[config.mk]
export PLATFORM = sky130hd
export DESIGN_NAME = switch_allocator
export DESIGN_NICKNAME = d
export VERILOG_FILES = /design/src/rtl/switch_allocator.sv
export SDC_FILE = /design/constraint.sdc
export NUM_CORES = 1
export LEC_CHECK = 0
export BUFFER_PORTS_ARGS = -buffer_cell sky130_fd_sc_hd__buf_4
export CORE_UTILIZATION = 35
export DETAILED_ROUTE_END_ITERATION = 12
export GPL_ROUTABILITY_DRIVEN = 0
export PLACE_DENSITY_LB_ADDON = 0.05
export SKIP_LAST_GASP = 1
export SYNTH_ARGS = -nofsm -noshare
export SYNTH_HDL_FRONTEND = slang
export SYNTH_SLANG_ARGS = --single-unit
[constraint.sdc]
create_clock -name clk -period 5.7 [get_ports clk]
set_clock_uncertainty 0.1 [all_clocks]
set_input_delay 0.285 -clock clk [delete_from_list [all_inputs] [get_ports clk]]
set_output_delay 0.285 -clock clk [all_outputs]
set_load 0.005 [all_outputs]
[src/rtl/switch_allocator.sv]
`default_nettype none
// ============================================================================
// Module   : switch_allocator
// Brief    : Per-output round-robin switch allocator with credit gating; drives
//            the 5x5 crossbar's registered grant vector. Optional stall
//            counter enabled by defining ALLOC_STATS_EN.
// Revision : 1.0
// ============================================================================
module switch_allocator #(
    parameter int CREDITS = 4,
    parameter int CW      = 3
) (
    input  logic       clk,
    input  logic       rst,
    input  logic [4:0] req,
    input  logic [2:0] targ1,
    input  logic [2:0] targ2,
    input  logic [2:0] targ3,
    input  logic [2:0] targ4,
    input  logic [2:0] targ5,
    input  logic [4:0] credit_ret,
    output logic [4:0] cb_ctrl,
    output logic [4:0] credit_avail,
    output logic       err
`ifdef ALLOC_STATS_EN
    ,
    output logic [15:0] stall_cnt
`endif
);

    localparam int            c_NPORT   = 5;
    localparam logic [CW-1:0] c_CREDITS = CW'(CREDITS);
    localparam logic [CW-1:0] c_ONE     = CW'(1);

    logic [4:0]    r_cb_ctrl;
    logic [4:0]    r_credit_avail;
    logic          r_err;
    logic [CW-1:0] r_credit [c_NPORT];
    logic [2:0]    r_rr_ptr [c_NPORT];

    logic [2:0]    w_targ [c_NPORT];
    logic [4:0]    w_live;
    logic [4:0]    w_cand [c_NPORT];
    logic [4:0]    w_grant_out;
    logic [2:0]    w_win [c_NPORT];
    logic [4:0]    w_grant_in;
    logic          w_req_err;
    logic          w_ovf;
    logic [CW-1:0] w_credit_nxt [c_NPORT];

    assign w_targ[0] = targ1;
    assign w_targ[1] = targ2;
    assign w_targ[2] = targ3;
    assign w_targ[3] = targ4;
    assign w_targ[4] = targ5;

    // Candidate matrix and per-output rotating-priority scan.
    always_comb begin
        int v_idx;
        v_idx       = 0;
        w_live      = '0;
        w_req_err   = 1'b0;
        w_grant_out = '0;
        w_grant_in  = '0;
        for (int i = 0; i < c_NPORT; i++) begin
            // A flit granted last cycle is still visible on req; mask it.
            w_live[i] = req[i] && (w_targ[i] >= 3'd1) && (w_targ[i] <= 3'd5) && !r_cb_ctrl[i];
            if (req[i] && ((w_targ[i] == 3'd0) || (w_targ[i] > 3'd5)))
                w_req_err = 1'b1;
        end
        for (int j = 0; j < c_NPORT; j++) begin
            w_cand[j] = '0;
            w_win[j]  = '0;
            for (int i = 0; i < c_NPORT; i++)
                w_cand[j][i] = w_live[i] && (w_targ[i] == 3'(j + 1)) && (r_credit[j] != '0);
            for (int off = 0; off < c_NPORT; off++) begin
                v_idx = int'(r_rr_ptr[j]) + off;
                if (v_idx >= c_NPORT)
                    v_idx = v_idx - c_NPORT;
                if (!w_grant_out[j] && w_cand[j][v_idx]) begin
                    w_grant_out[j] = 1'b1;
                    w_win[j]       = 3'(v_idx);
                end
            end
            for (int i = 0; i < c_NPORT; i++)
                if (w_grant_out[j] && (w_win[j] == 3'(i)))
                    w_grant_in[i] = 1'b1;
        end
    end

    always_comb begin
        w_ovf = 1'b0;
        for (int j = 0; j < c_NPORT; j++) begin
            w_credit_nxt[j] = r_credit[j];
            if (w_grant_out[j] && !credit_ret[j])
                w_credit_nxt[j] = r_credit[j] - c_ONE;
            else if (!w_grant_out[j] && credit_ret[j]) begin
                if (r_credit[j] == c_CREDITS)
                    w_ovf = 1'b1;
                else
                    w_credit_nxt[j] = r_credit[j] + c_ONE;
            end
        end
    end

    always_ff @(posedge clk or negedge rst) begin
        if (!rst) begin
            r_cb_ctrl      <= '0;
            r_credit_avail <= '1;
            r_err          <= 1'b0;
            for (int j = 0; j < c_NPORT; j++) begin
                r_credit[j] <= c_CREDITS;
                r_rr_ptr[j] <= '0;
            end
        end else begin
            r_cb_ctrl <= w_grant_in;
            r_err     <= r_err | w_req_err | w_ovf;
            for (int j = 0; j < c_NPORT; j++) begin
                r_credit[j]       <= w_credit_nxt[j];
                r_credit_avail[j] <= (w_credit_nxt[j] != '0);
                if (w_grant_out[j])
                    r_rr_ptr[j] <= (w_win[j] == 3'd4) ? 3'd0 : w_win[j] + 3'd1;
            end
        end
    end

    assign cb_ctrl      = r_cb_ctrl;
    assign credit_avail = r_credit_avail;
    assign err          = r_err;

`ifdef ALLOC_STATS_EN
    logic [15:0] r_stall_cnt;
    logic        w_stall;

    // Stall = any live request left ungranted, whether by contention or credit.
    assign w_stall = |(w_live & ~w_grant_in);

    always_ff @(posedge clk or negedge rst) begin
        if (!rst)
            r_stall_cnt <= '0;
        else if (w_stall && (r_stall_cnt != 16'hFFFF))
            r_stall_cnt <= r_stall_cnt + 16'd1;
    end

    assign stall_cnt = r_stall_cnt;
`endif

endmodule
`default_nettype wire

Yosys cells after proc, flatten, opt, wreduce, memory -nomap -nowiden
Cells that the tools add are included.
- register bits: 41
- input bits: 27
- output and inout bits: 11
- logic and storage cells: 590
- add/sub/neg operators: 60
- magnitude comparators: 65
- eq/ne operators: 50
- multiplexer cells: 215
- bitwise operators: 2
- reduce and logical (&&, ||, !) cells: 185
- operator list (operator ; count):
    less-than comparator 32 x 5 -> 1 bit (second input constant) ; 25
    two-way mux 32 bit ; 25
    two-way mux 3 bit ; 45
    logical AND 1 bit ; 125
    two-way mux 1 bit ; 120
    subtractor 4 x 3 -> 5 bit (second input constant) ; 20
    >= comparator 4 x 3 -> 1 bit (second input constant) ; 20
    binary-select mux 1 bit (select 3 bit) ; 25
    == test 3 x 2 -> 1 bit (second input constant) ; 20
    == test 3 bit (second input constant) ; 20
    adder 3 x 2 -> 4 bit (second input constant) ; 10
    logical NOT 1 bit ; 35
    adder 3 x 1 -> 3 bit (second input constant) ; 10
    == test 3 x 1 -> 1 bit (second input constant) ; 10
    logical NOT 3 bit ; 10
    nonzero test 3 bit ; 10
    adder 3 x 1 -> 4 bit (second input constant) ; 5
    adder 3 x 3 -> 4 bit (second input constant) ; 5
    subtractor 3 x 3 -> 4 bit (second input constant) ; 5
    >= comparator 3 x 1 -> 1 bit (second input constant) ; 5
    >= comparator 3 bit (second input constant) ; 5
    > comparator 3 bit (second input constant) ; 5
    less-or-equal comparator 3 bit (second input constant) ; 5
    subtractor 3 x 1 -> 3 bit (second input constant) ; 5
    2 further kinds ; 7

Depth between registers and ports, before layout
- depth in word-level cells: 39
- depth in mapped cells: 20
- gate-level depth less buffers: 17

Worst setup path after synthesis
OpenSTA, ideal clock, no wires.
- path kind: reg-to-reg
- start: register r_rr_ptr[9] (netlist bit)
- end: register r_cb_ctrl[4], in the netlist cb_ctrl[4]
- library setup time: 0.139 ns
- data arrival time: 4.147 ns
- required time: 5.461 ns
- slack: 1.314 ns
- cell stages (with the launch flop): 18
- buffers on the path: 4
- period minus slack after synthesis: 4.386 ns
- cells stage by stage: dfrtp_1 > clkbuf_1 > inv_1 > clkbuf_1 > ha_1 > clkbuf_1 > inv_1 > nand2_1 > a2bb2oi_1 > mux2i_1 > o21bai_1 > nor3_1 > clkbuf_1 > a21oi_1 > a21o_1 > ha_1 > or3b_1 > or4b_1
- word-level cells in the longest chain between the ends: 24
- elaborated cells between the ends (all ways): 58
- classes of those cells: add/sub: 9; order compare: 5; eq/ne: 1; mux: 34; reduce/logical: 9
- ends and longest elaborated chain (element ; RTL line ; text):
    from (decl) ; 39 ; logic [2:0] r_rr_ptr [c_NPORT];
    from (signal, indexed assignment) ; 122 ; r_rr_ptr[j] <= (w_win[j] == 3'd4) ? 3'd0 : w_win[j] + 3'd1;
    branches (longest 19 deep; another with subtractor 4 x 3 -> 5 bit) ; -- ;
    logical AND 1 bit (*) ; 86 ; if (w_grant_out[j] && (w_win[j] == 3'(i)))
    two-way mux 1 bit (*) (4 in a row) ; 86 ;
    net w_grant_in[4] ; 46 ; logic [4:0] w_grant_in;
    to (signal assigned) ; 116 ; r_cb_ctrl <= w_grant_in;
    to (decl) ; 35 ; logic [4:0] r_cb_ctrl;
Mark *: on every way through the listed nets, which the timed path passes. The select of a mux whose other input is x is not followed.
A chain may end at the register's enable or synchronous reset.

Worst setup path after layout
- start: register r_rr_ptr[4] (netlist bit)
- end: register r_cb_ctrl[4], in the netlist cb_ctrl[4]
- word-level cells in the longest chain between the ends: 22
- elaborated cells between the ends (all ways): 56
- classes of those cells: add/sub: 9; order compare: 5; eq/ne: 1; mux: 32; reduce/logical: 9
- ends and longest elaborated chain (element ; RTL line):
    branches (longest 19 deep; another with subtractor 4 x 3 -> 5 bit) ; --
    logical AND 1 bit (*) ; 86
    two-way mux 1 bit (*) (2 in a row) ; 86
    net w_grant_in[4] ; 46
Marks and branches as above.

==> reports/metrics.csv <==
stage,metric,value,unit
sta,post-route-period-util,84.7,%
routing,ant_nets,0,
synth,ys_async_sr_fraction,100,%
grt,gr-usage-all-layers,22.1,%
cts,htreeDepth,2,
sta,rsz0062_at_grt,no,
sta,max_slew.worst_pin.slew,737,ps
synth,yosysUniqueCellTypes,109,
grt,grt_pass1_wl,46600,um
synth,synth-main-ff-cell,dfrtp_1,
synth,synthTopCellsByArea,"ha_1 (14%), dfrtp_1 (8.6%), mux2i_1 (4.6%), nand2_1 (3.7%), nor2_1 (3.5%)",
setup_path,cp-end-kind,register,
sta,timing.final.ws_setup,873,ps
floorplan,die_x,163,um
routing,first_pass_iters,7,
placed_design,port_buffers,37,
synth,synth_edf_count,0,
sta,max_freq,207,MHz
grt,grt_max_degree,42,
setup_path,worst-path-max-fanout,17,
placed_design,post-place-ws,937,ps
cts,cts-root-buf,clkbuf_16,
floorplan,num_rows,58,
setup_path,worstSetupPathType,register to register,
run,cap_violations,0,
cts,clkTransAtPathRegs,70,ps
synth,synth-compound-area-share,31.4,%
synth,yosys_register_bits,41,
sta,slew-limit-headroom,49.6,%
floorplan,fp.dieH,163,um
cts,cts_tree,yes,
status,status,"finished, final reports clean",
synth,avgSynthCellArea,7.74,sq um
grt,grt_pass1_vias,8429,
synth,syn_inst,1169,
synth,synth_xor_area_share,2.48,%
sta,hold_viol,0,
setup_path,cp.arrival,4910,ps
floorplan,io_pins,38,
floorplan,initial_core_util,35.8,%
routing,avgRoutedWirePerCell,19.3,um
routing,drc_errors,0,
layout,area_growth,7.36,%
floorplan,core,25300,sq um
cts,ctsResizeCount,0,
sta,finalSetupViolCount,0,
placed_design,dp_hpwl,23100,um
layout,fin_nets,1297,
cts,clkLatencyLatePin,300,ps
synth,synth_nets,1295,
synth,synthAdderAreaFrac,13.7,%
grt,overflow,0,
layout,fillCellCount,2692,
sta,slew_violations,0,
layout,seqCellArea,1040,sq um
synth,syn-cell-area,9040,sq um
layout,final_cell_mix,"ha_1 (99), nand2_1 (89), nor2_1 (84)",
hold_path,hp-class,input port to register,
routing,first_iter_violations,692,
synth,synth-simple-area-share,28.2,%
synth,yosysTopAreaCell,ha_1,
cts,cts-buffers-inserted,5,
setup_path,start_kind,register,
synth,synth_mux_area_share,7.01,%
layout,layout-drive-gt1-share,12.2,%
setup_path,cp.required,5780,ps
synth,synth_top_family_by_area,compound AO/OA/AOI/OAI gates,
sta,period_needed,4830,ps
layout,diodes,0,
layout,final_common_cell,ha_1,
synth,yosysWarnings,0,
floorplan,die-area,26500,sq um
cts,clkSinkCount,41,
sta,setup_tns,0,ps
setup_path,reg2reg_slack,870,ps
grt,antenna_found_initial,0,
synth,yosysTopAreaCellShare,13.7,%
cts,cts_buffer_depth,2,
layout,multi_input_area,7480,sq um
routing,vias,8984,
synth,synth-seq-area-share,11.5,%
routing,routed_via_density,5.98,
routing,wl,28900,um
final timing paths:
check,from,end,cells after the start
worst max-delay path,r_rr_ptr[4],cb_ctrl[4],14
worst min-delay path,credit_ret[4],r_credit[1],3
worst max register to register,r_rr_ptr[4],cb_ctrl[4],14
worst min register to register,r_credit[0],r_credit[0],2
max in group asynchronous,rst,r_credit[12],2
min in group asynchronous,rst,r_credit[7],2
synth_stat cells (7+ instances only):
| cell | count |
|---|---|
| a2111oi_0 | 12 |
| a211o_1 | 12 |
| a211oi_1 | 19 |
| a21o_1 | 19 |
| a21oi_1 | 52 |
| a221o_1 | 9 |
| a22o_1 | 7 |
| a22oi_1 | 10 |
| a31oi_1 | 17 |
| a32oi_1 | 8 |
| and2_1 | 17 |
| and3_1 | 13 |
| buf_2 | 16 |
| clkbuf_1 | 32 |
| dfrtp_1 | 31 |
| dfstp_2 | 10 |
| ha_1 | 99 |
| inv_1 | 63 |
| mux2_2 | 15 |
| mux2i_1 | 42 |
| nand2_1 | 89 |
| nand2b_1 | 36 |
| nand3_1 | 30 |
| nand3b_1 | 7 |
| nand4_1 | 17 |
| nor2_1 | 84 |
| nor2b_1 | 36 |
| nor3_1 | 32 |
| nor3b_1 | 15 |
| o211ai_1 | 20 |
| o21a_1 | 12 |
| o21ai_0 | 50 |
| o21bai_1 | 8 |
| o22ai_1 | 15 |
| o31ai_1 | 11 |
| or2_2 | 8 |
| or3_1 | 18 |
| xnor2_1 | 14 |
through the flow:
stage	instance area, sq um	util, %	instances	hold WS [ps]
after floorplan	9040	-	1169	-111
after global placement	9560	37.8	1493	259
after detailed placement	9560	37.8	1493	251
after CTS	9710	38.5	1502	173
after global routing	9710	38.5	1502	222
final	9710	38.5	1502	182
cell type report:
cell class                      count  area share (%)
Multi-Input combinational cell   1007            77.1
Sequential cell                    41            10.7
Tap cell                          330            4.25
Timing Repair Buffer               52            4.05
Inverter                           64            2.47
Clock buffer                        5            1.29
Clock inverter                      3           0.180
kinds of logic after synthesis:
| kind of cell | Yosys count |
|---|---|
| muxes | 59 |
| AOI/OAI and AO/OA | 372 |
| and+or+nand+nor | 454 |
| xor gates and xnor gates | 23 |
| DFF | 41 |
| adders and majority gates | 99 |
| buffers and inverters | 121 |
layer usage:
metal	part of all wire [%]	GRT usage (%)
met5	0	0
met4	1.4	4.63
met3	4.7	2.90
met2	45	35.6
met1	49	31.1
repair_timing:
item                                   CTS  global route
endpoints found under the hold margin   31             0
hold buffers                             1             0
buffers inserted                         0             0
sequential cells by signal, summed over array words and instances, names as in the netlist:
signal and count:
credit_avail 5, r_rr_ptr 15, err 1, cb_ctrl 5
r_credit 15
critical path, stage by stage (launching register included):
cell,delay [ps]
dfrtp_1,610
inv_1,250
ha_1,540
or2_2,370
a211oi_2,380
o21bai_1,150
a221oi_2,440
nor2_1,70
a221o_1,310
nor3_1,200
a221o_1,230
inv_1,80
ha_1,240
a41o_1,210
or4b_1,490
Power is left out: the tool's default activity adds up to more than one toggle a clock period on the data nets, which glitch-free logic cannot reach.
